[config.mk]
export PLATFORM = sky130hd
export DESIGN_NAME = mem_access_unit
export DESIGN_NICKNAME = d
export VERILOG_FILES = /design/src/rtl/mem_access_unit.sv
export SDC_FILE = /design/constraint.sdc
export NUM_CORES = 1
export LEC_CHECK = 0
export CORE_MARGIN = 4
export CORE_UTILIZATION = 44
export DETAILED_ROUTE_END_ITERATION = 7
export GPL_TIMING_DRIVEN = 0
export PLACE_DENSITY = 0.81
export SLEW_MARGIN = 20
export SYNTH_ARGS = -nofsm -noshare
export SYNTH_HDL_FRONTEND = slang
export SYNTH_SLANG_ARGS = --single-unit
[constraint.sdc]
create_clock -name clk -period 5.55 [get_ports clk]
set_clock_uncertainty 0.1 [all_clocks]
set_input_delay 1.3875 -clock clk [delete_from_list [all_inputs] [get_ports clk]]
set_output_delay 1.3875 -clock clk [all_outputs]
set_load 0.005 [all_outputs]
[src/rtl/mem_access_unit.sv]
// Memory-stage load/store unit: alignment check, lane steering onto the data-memory
// req/ack bus, pipeline stall until acknowledge or timeout, right-justified load return.
module mem_access_unit #(
  parameter int unsigned TIMEOUT_CYCLES = 255
) (
  input  logic        clk,
  input  logic        rst,
  input  logic        mem_read,
  input  logic        mem_write,
  input  logic        w,
  input  logic        h,
  input  logic        b,
  input  logic [31:0] addr,
  input  logic [31:0] wdata,
  output logic        stall,
  output logic        lsu_done,
  output logic [31:0] load_data,
  output logic        align_err,
  output logic        bus_err,
  output logic        dm_req,
  output logic        dm_we,
  output logic [31:0] dm_addr,
  output logic [3:0]  dm_be,
  output logic [31:0] dm_wdata,
  input  logic [31:0] dm_rdata,
  input  logic        dm_ack
);

  typedef enum logic [1:0] {StIdle, StReq, StDone, StErr} state_e;

  localparam logic [7:0] CntMax = 8'(TIMEOUT_CYCLES - 1);

  state_e      state_q, state_d;
  logic [7:0]  cnt_q, cnt_d;
  logic        bus_cause_q, bus_cause_d;
  logic        dm_req_q, dm_req_d;
  logic        dm_we_q, dm_we_d;
  logic [31:0] dm_addr_q, dm_addr_d;
  logic [3:0]  dm_be_q, dm_be_d;
  logic [31:0] dm_wdata_q, dm_wdata_d;
  logic [31:0] load_data_q, load_data_d;

  logic        is_word, is_half, misalign;
  logic [3:0]  be_new;
  logic [31:0] wdata_new, load_sel;

  // All-zero size select is treated as a word access.
  assign is_word  = w | ~(w | h | b);
  assign is_half  = ~is_word & h;
  assign misalign = (is_word & (addr[1:0] != 2'b00)) | (is_half & addr[0]);

  always_comb begin
    if (is_word) begin
      be_new    = 4'b1111;
      wdata_new = wdata;
    end else if (is_half) begin
      be_new    = addr[1] ? 4'b1100 : 4'b0011;
      wdata_new = {2{wdata[15:0]}};
    end else begin
      be_new    = 4'b0001 << addr[1:0];
      wdata_new = {4{wdata[7:0]}};
    end
  end

  // The registered byte enables already encode both size and lane.
  always_comb begin
    case (dm_be_q)
      4'b0011: load_sel = {16'h0, dm_rdata[15:0]};
      4'b1100: load_sel = {16'h0, dm_rdata[31:16]};
      4'b0001: load_sel = {24'h0, dm_rdata[7:0]};
      4'b0010: load_sel = {24'h0, dm_rdata[15:8]};
      4'b0100: load_sel = {24'h0, dm_rdata[23:16]};
      4'b1000: load_sel = {24'h0, dm_rdata[31:24]};
      default: load_sel = dm_rdata;
    endcase
  end

  always_comb begin
    state_d     = state_q;
    cnt_d       = cnt_q;
    bus_cause_d = bus_cause_q;
    dm_req_d    = dm_req_q;
    dm_we_d     = dm_we_q;
    dm_addr_d   = dm_addr_q;
    dm_be_d     = dm_be_q;
    dm_wdata_d  = dm_wdata_q;
    load_data_d = load_data_q;
    stall       = 1'b0;
    unique case (state_q)
      StIdle: begin
        if (mem_read | mem_write) begin
          stall = 1'b1;
          if (misalign) begin
            bus_cause_d = 1'b0;
            state_d     = StErr;
          end else begin
            dm_addr_d  = {addr[31:2], 2'b00};
            dm_be_d    = be_new;
            dm_wdata_d = wdata_new;
            dm_we_d    = mem_write;
            dm_req_d   = 1'b1;
            cnt_d      = 8'd0;
            state_d    = StReq;
          end
        end
      end
      StReq: begin
        stall = 1'b1;
        if (dm_ack) begin
          dm_req_d = 1'b0;
          dm_we_d  = 1'b0;
          if (!dm_we_q) load_data_d = load_sel;
          state_d = StDone;
        end else if (cnt_q == CntMax) begin
          dm_req_d    = 1'b0;
          dm_we_d     = 1'b0;
          bus_cause_d = 1'b1;
          state_d     = StErr;
        end else begin
          cnt_d = cnt_q + 8'd1;
        end
      end
      StDone:  state_d = StIdle;
      StErr:   state_d = StIdle;
      default: state_d = StIdle;
    endcase
  end

  always_ff @(posedge clk or posedge rst) begin
    if (rst) begin
      state_q     <= StIdle;
      cnt_q       <= 8'd0;
      bus_cause_q <= 1'b0;
      dm_req_q    <= 1'b0;
      dm_we_q     <= 1'b0;
      dm_addr_q   <= 32'd0;
      dm_be_q     <= 4'd0;
      dm_wdata_q  <= 32'd0;
      load_data_q <= 32'd0;
    end else begin
      state_q     <= state_d;
      cnt_q       <= cnt_d;
      bus_cause_q <= bus_cause_d;
      dm_req_q    <= dm_req_d;
      dm_we_q     <= dm_we_d;
      dm_addr_q   <= dm_addr_d;
      dm_be_q     <= dm_be_d;
      dm_wdata_q  <= dm_wdata_d;
      load_data_q <= load_data_d;
    end
  end

  assign lsu_done  = (state_q == StDone);
  assign align_err = (state_q == StErr) & ~bus_cause_q;
  assign bus_err   = (state_q == StErr) & bus_cause_q;
  assign load_data = load_data_q;
  assign dm_req    = dm_req_q;
  assign dm_we     = dm_we_q;
  assign dm_addr   = dm_addr_q;
  assign dm_be     = dm_be_q;
  assign dm_wdata  = dm_wdata_q;

endmodule
==> After elaboration in Yosys (flattened, before gate mapping) <==
Index checks and enable logic that the tools add are counted.
{ "totals": {"word_cells": 84, "ff_bits": 111, "out_inout_bits": 106, "inputBits": 104} }
{ "classes": {"reduce_logical": 10, "add_sub_neg": 1, "n_bitwise": 15, "n_eq_ne": 17, "mux": 31, "shifts": 1} }
{ "ops": {"columns": ["cell", "count"], "rows": [
  ["32-bit case mux with 6 select lines", 1],
  ["32-bit two-way mux", 2],
  ["8-bit two-way mux", 4],
  ["8-bit case mux with 2 select lines", 1],
  ["4-bit two-way mux", 3],
  ["2-bit inequality test (second input constant)", 6],
  ["1-bit two-way mux", 11],
  ["5-bit AND reduction", 2],
  ["8-bit by 1-bit adder with 8-bit output (second input constant)", 1],
  ["4-bit by 2-bit equality test with 1-bit output (second input constant)", 2],
  ["4-bit equality test (second input constant)", 2],
  ["8-bit equality test (second input constant)", 1],
  ["2-bit two-way mux", 4],
  ["1-bit case mux with 2 select lines", 4],
  ["2-bit case mux with 3 select lines", 1],
  ["3-bit AND reduction", 2],
  ["1-bit AND", 5],
  ["1-bit inverter", 5],
  ["1-bit OR", 5],
  ["2-bit equality test (second input constant)", 2],
  ["4-bit by 1-bit equality test with 1-bit output (second input constant)", 1],
  ["4-bit by 3-bit equality test with 1-bit output (second input constant)", 1],
  ["4-bit AND reduction", 1],
  ["2-bit nonzero test", 2],
  ["6 further kinds", 6]
]} }

==> Logic depth before layout (Yosys ltp) <==
Gate-level depths: netlist (run 1).
{ "depth": {"depth_word": 11, "ltp_mapped": 7} }

==> Worst setup path before layout (run 1) <==
No wires, ideal clock.
{ "synth_timing": {"path_type": "input to output", "from": "in mem_write", "to": "out stall", "arrival_ns": 1.673, "path_slack_ns": 2.389, "t_required_ns": 4.062, "path_buffers": 0, "path_stages": 2, "cell_sequence": "nor3_1 nor2_1"} }
{ "synth_between": {"elab_chain_len": 3} }
{ "synth_lines": {"columns": ["element", "line_no", "text"], "rows": [
  ["from (decl)", "9", "input logic mem_write,"],
  ["1-bit OR", "91", "if (mem_read | mem_write) begin"],
  ["1-bit two-way mux", "91", null],
  ["1-bit case mux with 2 select lines", "89", "unique case (state_q)"],
  ["to (decl)", "15", "output logic stall,"]
]} }
Every way passes these cells.

==> Worst setup path after layout (run 1) <==
Same ends and word-level chain as after synthesis.

==> results.md, run 1 <==
- Worst-Margin Slew: 907 ps
- Asr flop ratio synth: 100%
- Worst hold stages: 1
- Min-delay src: load_data[27]
- DIE AREA: 13,600 um2
- Hpwl dp: 12.6 mm
- Slew margin rel.: 39.4%
- Clock Pin Slew Worst Setup and Hold Paths: 70 ps
- DRC: 0
- Skew-Pair Late Insertion Delay: 340 ps
- Final min period: 4160 ps
- Chip Width: 117 um
- Initial core utilization: 45.3%
- Ys flop type: dfrtp_1
- Syn Inst Count: 449
- Sequential share of the synthesized area: 53.5%
- Initial antenna violation count: 0
- Flops & latches, synth: 111
- Gpl congestion: 0.864
- R2r endpoint: dm_addr[30]
- First DRT Iteration DRCs: 464
- DR WL/cell: 20.0 um
- First-pass GRT wire length: 25.3 mm
- Overall routed net length: 16.3 mm
- CP endpoint kind: output pin
- Final setup violation count: 0
- Vias: 4,677
- Final Cycle Share: 75.0%
- VDD IR max: 0.268 mV
- Total gr overflow: 0
- Routed Antenna Nets: 0
- Setup Fix Bufs, Post-CTS: 0
- DIE HEIGHT: 117 um
- Synth Warn #: 0
- Number of max-cap violations: 0
- R2R Setup Slk: 3290 ps
- Synth Cell Area: 5190 um2
- Total power: 0.00383 W
- RSZ-0062 raised after global routing: false
- Slew Limit Fails: 0
- Number of global-route vias before repair: 4,838
- Design area: 7770 um2
- Core ar.: 11,500 um2
- Nets: 775
- CP startpoint kind: input port
- Cell variety after synth: 53
- Hold WC Path Type: flop to flop
- Via density: 5.73
- Worst R2R Start: state_q[0]
- Post-synth EDFFs: 0
- Bufs on Longest Clock Path: 2
- Outcome: completed
- Total track usage: 24.1%
- Number of port buffers: 207
- DP Area: 7480 um2
- Arrival @ worst endpoint: 2680 ps
- CTS resizes: 0
- Crit path max fanout: 4
- First-pass iteration count of the detailed router: 7
- Max Clk Rate: 240 MHz
- Sink Count: 111
- Pwr/cell area: 493 nW/um2
- R2R depth: 6
- Largest net degree at the start of global routing: 65
- Layout cells sized above 1: 13.4%
- Min-Delay Endpoint: load_data[27]
- Most frequent cells in the layout: 207 x clkdlybuf4s50_1, 111 x dfrtp_1, 48 x o21ai_0
- Leakage: 3.20 nW
- CTS Hold Buffers Added: 0
- CTS root buf: clkbuf_16
- Antenna diodes: 0
- Htree depth: 3
- CTS tree: built
- Critical path class: input port to output pin
- Layout overhead on the synthesized area: 49.7%
- Cts bufs inserted: 9
- # rows: 39
- Crit. Startpoint: mem_write
- Mean Syn Cell Area: 11.6 um2
- Most common cell after layout, fill and taps aside: clkdlybuf4s50_1
- Worst Path Required: 4060 ps
- Io pins: 210
- Hold Vio Cnt, Final: 0
-- per-layer routing --
layer	routed length, um	global-route usage, %
met5	0	0
met4	596	10.6
met3	1910	8.81
met2	7730	39.1
met1	6070	28.9
-- state kept, by name, indices dropped and copies added, names as in the netlist --
name	count
dm_wdata	32
load_data	32
dm_addr	30
cnt_q	8
dm_be	4
state_q	2
bus_cause_q	1
dm_req	1
dm_we	1
-- power by group --
group          internal, W  total, W  switching [W]  leakage (nW)
logic              0.00108   0.00179       0.000706          1.70
registers          0.00118   0.00140       0.000223          1.35
clock network     0.000343  0.000637       0.000294         0.145
-- Yosys cell counts (7+ instances only) --
cell type | count | area, um2
a21oi_1 | 11 | 55.1
a221oi_1 | 8 | 70.1
a222oi_1 | 8 | 80.1
a22o_1 | 16 | 140
a22oi_1 | 8 | 60.1
a31oi_1 | 8 | 50.1
buf_4 | 8 | 60.1
clkbuf_1 | 17 | 63.8
dfrtp_1 | 111 | 2780
mux2_2 | 47 | 529
mux2i_1 | 23 | 230
nand2b_1 | 10 | 62.6
nor2_1 | 34 | 128
nor3_1 | 7 | 35.0
o21ai_0 | 48 | 240
-- metrics by stage --
| step | hold WS (ps) | util (%) | worst slack, ps | setup TNS, ps | std cells |
|---|---|---|---|---|---|
| global route | 427 | 67.8 | 1310 | 0 | 816 |
| detailed placement | 394 | 65.2 | 1380 | 0 | 801 |
| global placement | 388 | 64.9 | -439 | -47720 | 800 |
| finish | 406 | 67.8 | 1390 | 0 | 816 |
| CTS | 411 | 67.8 | 1380 | 0 | 816 |
| floorplan | 371 | - | 1130 | 0 | 450 |
-- layout make-up --
cell class,instances,area (um2)
fill,895,3700
clock inverter,3,26.3
inverter,5,23.8
clock buffer,12,267
multi-input combinational,299,2220
buffer,35,183
timing repair buffer,208,2100
tap,143,179
sequential,111,2780
-- how the worst max path moves through the flow --
stage	cells after the start	slack, ps	end
after floorplan	1	1130	bus_cause_q
after global placement	2	-440	dm_wdata[6]
after detailed placement	4	1380	stall
after CTS	4	1380	stall
after global routing	4	1310	stall
final	4	1390	stall
-- logic make-up after synthesis --
logic type | count (synthesis) | synth area share, %
AOI/OAI and AO/OA | 125 | 16.1
xor gates and xnor gates | 2 | 0.337
adders and majority gates | 2 | 0.482
buffers and inverters | 40 | 3.88
DFF | 111 | 53.5
muxes | 72 | 15.2
other | 1 | 0.0722
and+or+nand+nor | 96 | 10.4
-- worst max-delay path, cell delays in order --
cell and delay [ps]:
clkdlybuf4s50_1 460, nor3_1 260, nor2_1 90, clkdlybuf4s50_1 460
Note: power is estimated with default switching activity, not from simulation.
==> run 2, diff against run 1 <==
clock period = 4.3 ns   (was 5.55 ns; I/O delays follow)
==> results of run 2 <==
Same layout as run 1 (identical final DEF). Status: completed.
Among the figures that moved: setup slack after placement 1380 ps -> 757 ps; setup slack after layout 1390 ps -> 762 ps; register-to-register setup slack 3290 ps -> 2040 ps; total power 0.00383 W -> 0.00494 W; worst IR drop on VDD 0.268 mV -> 0.346 mV
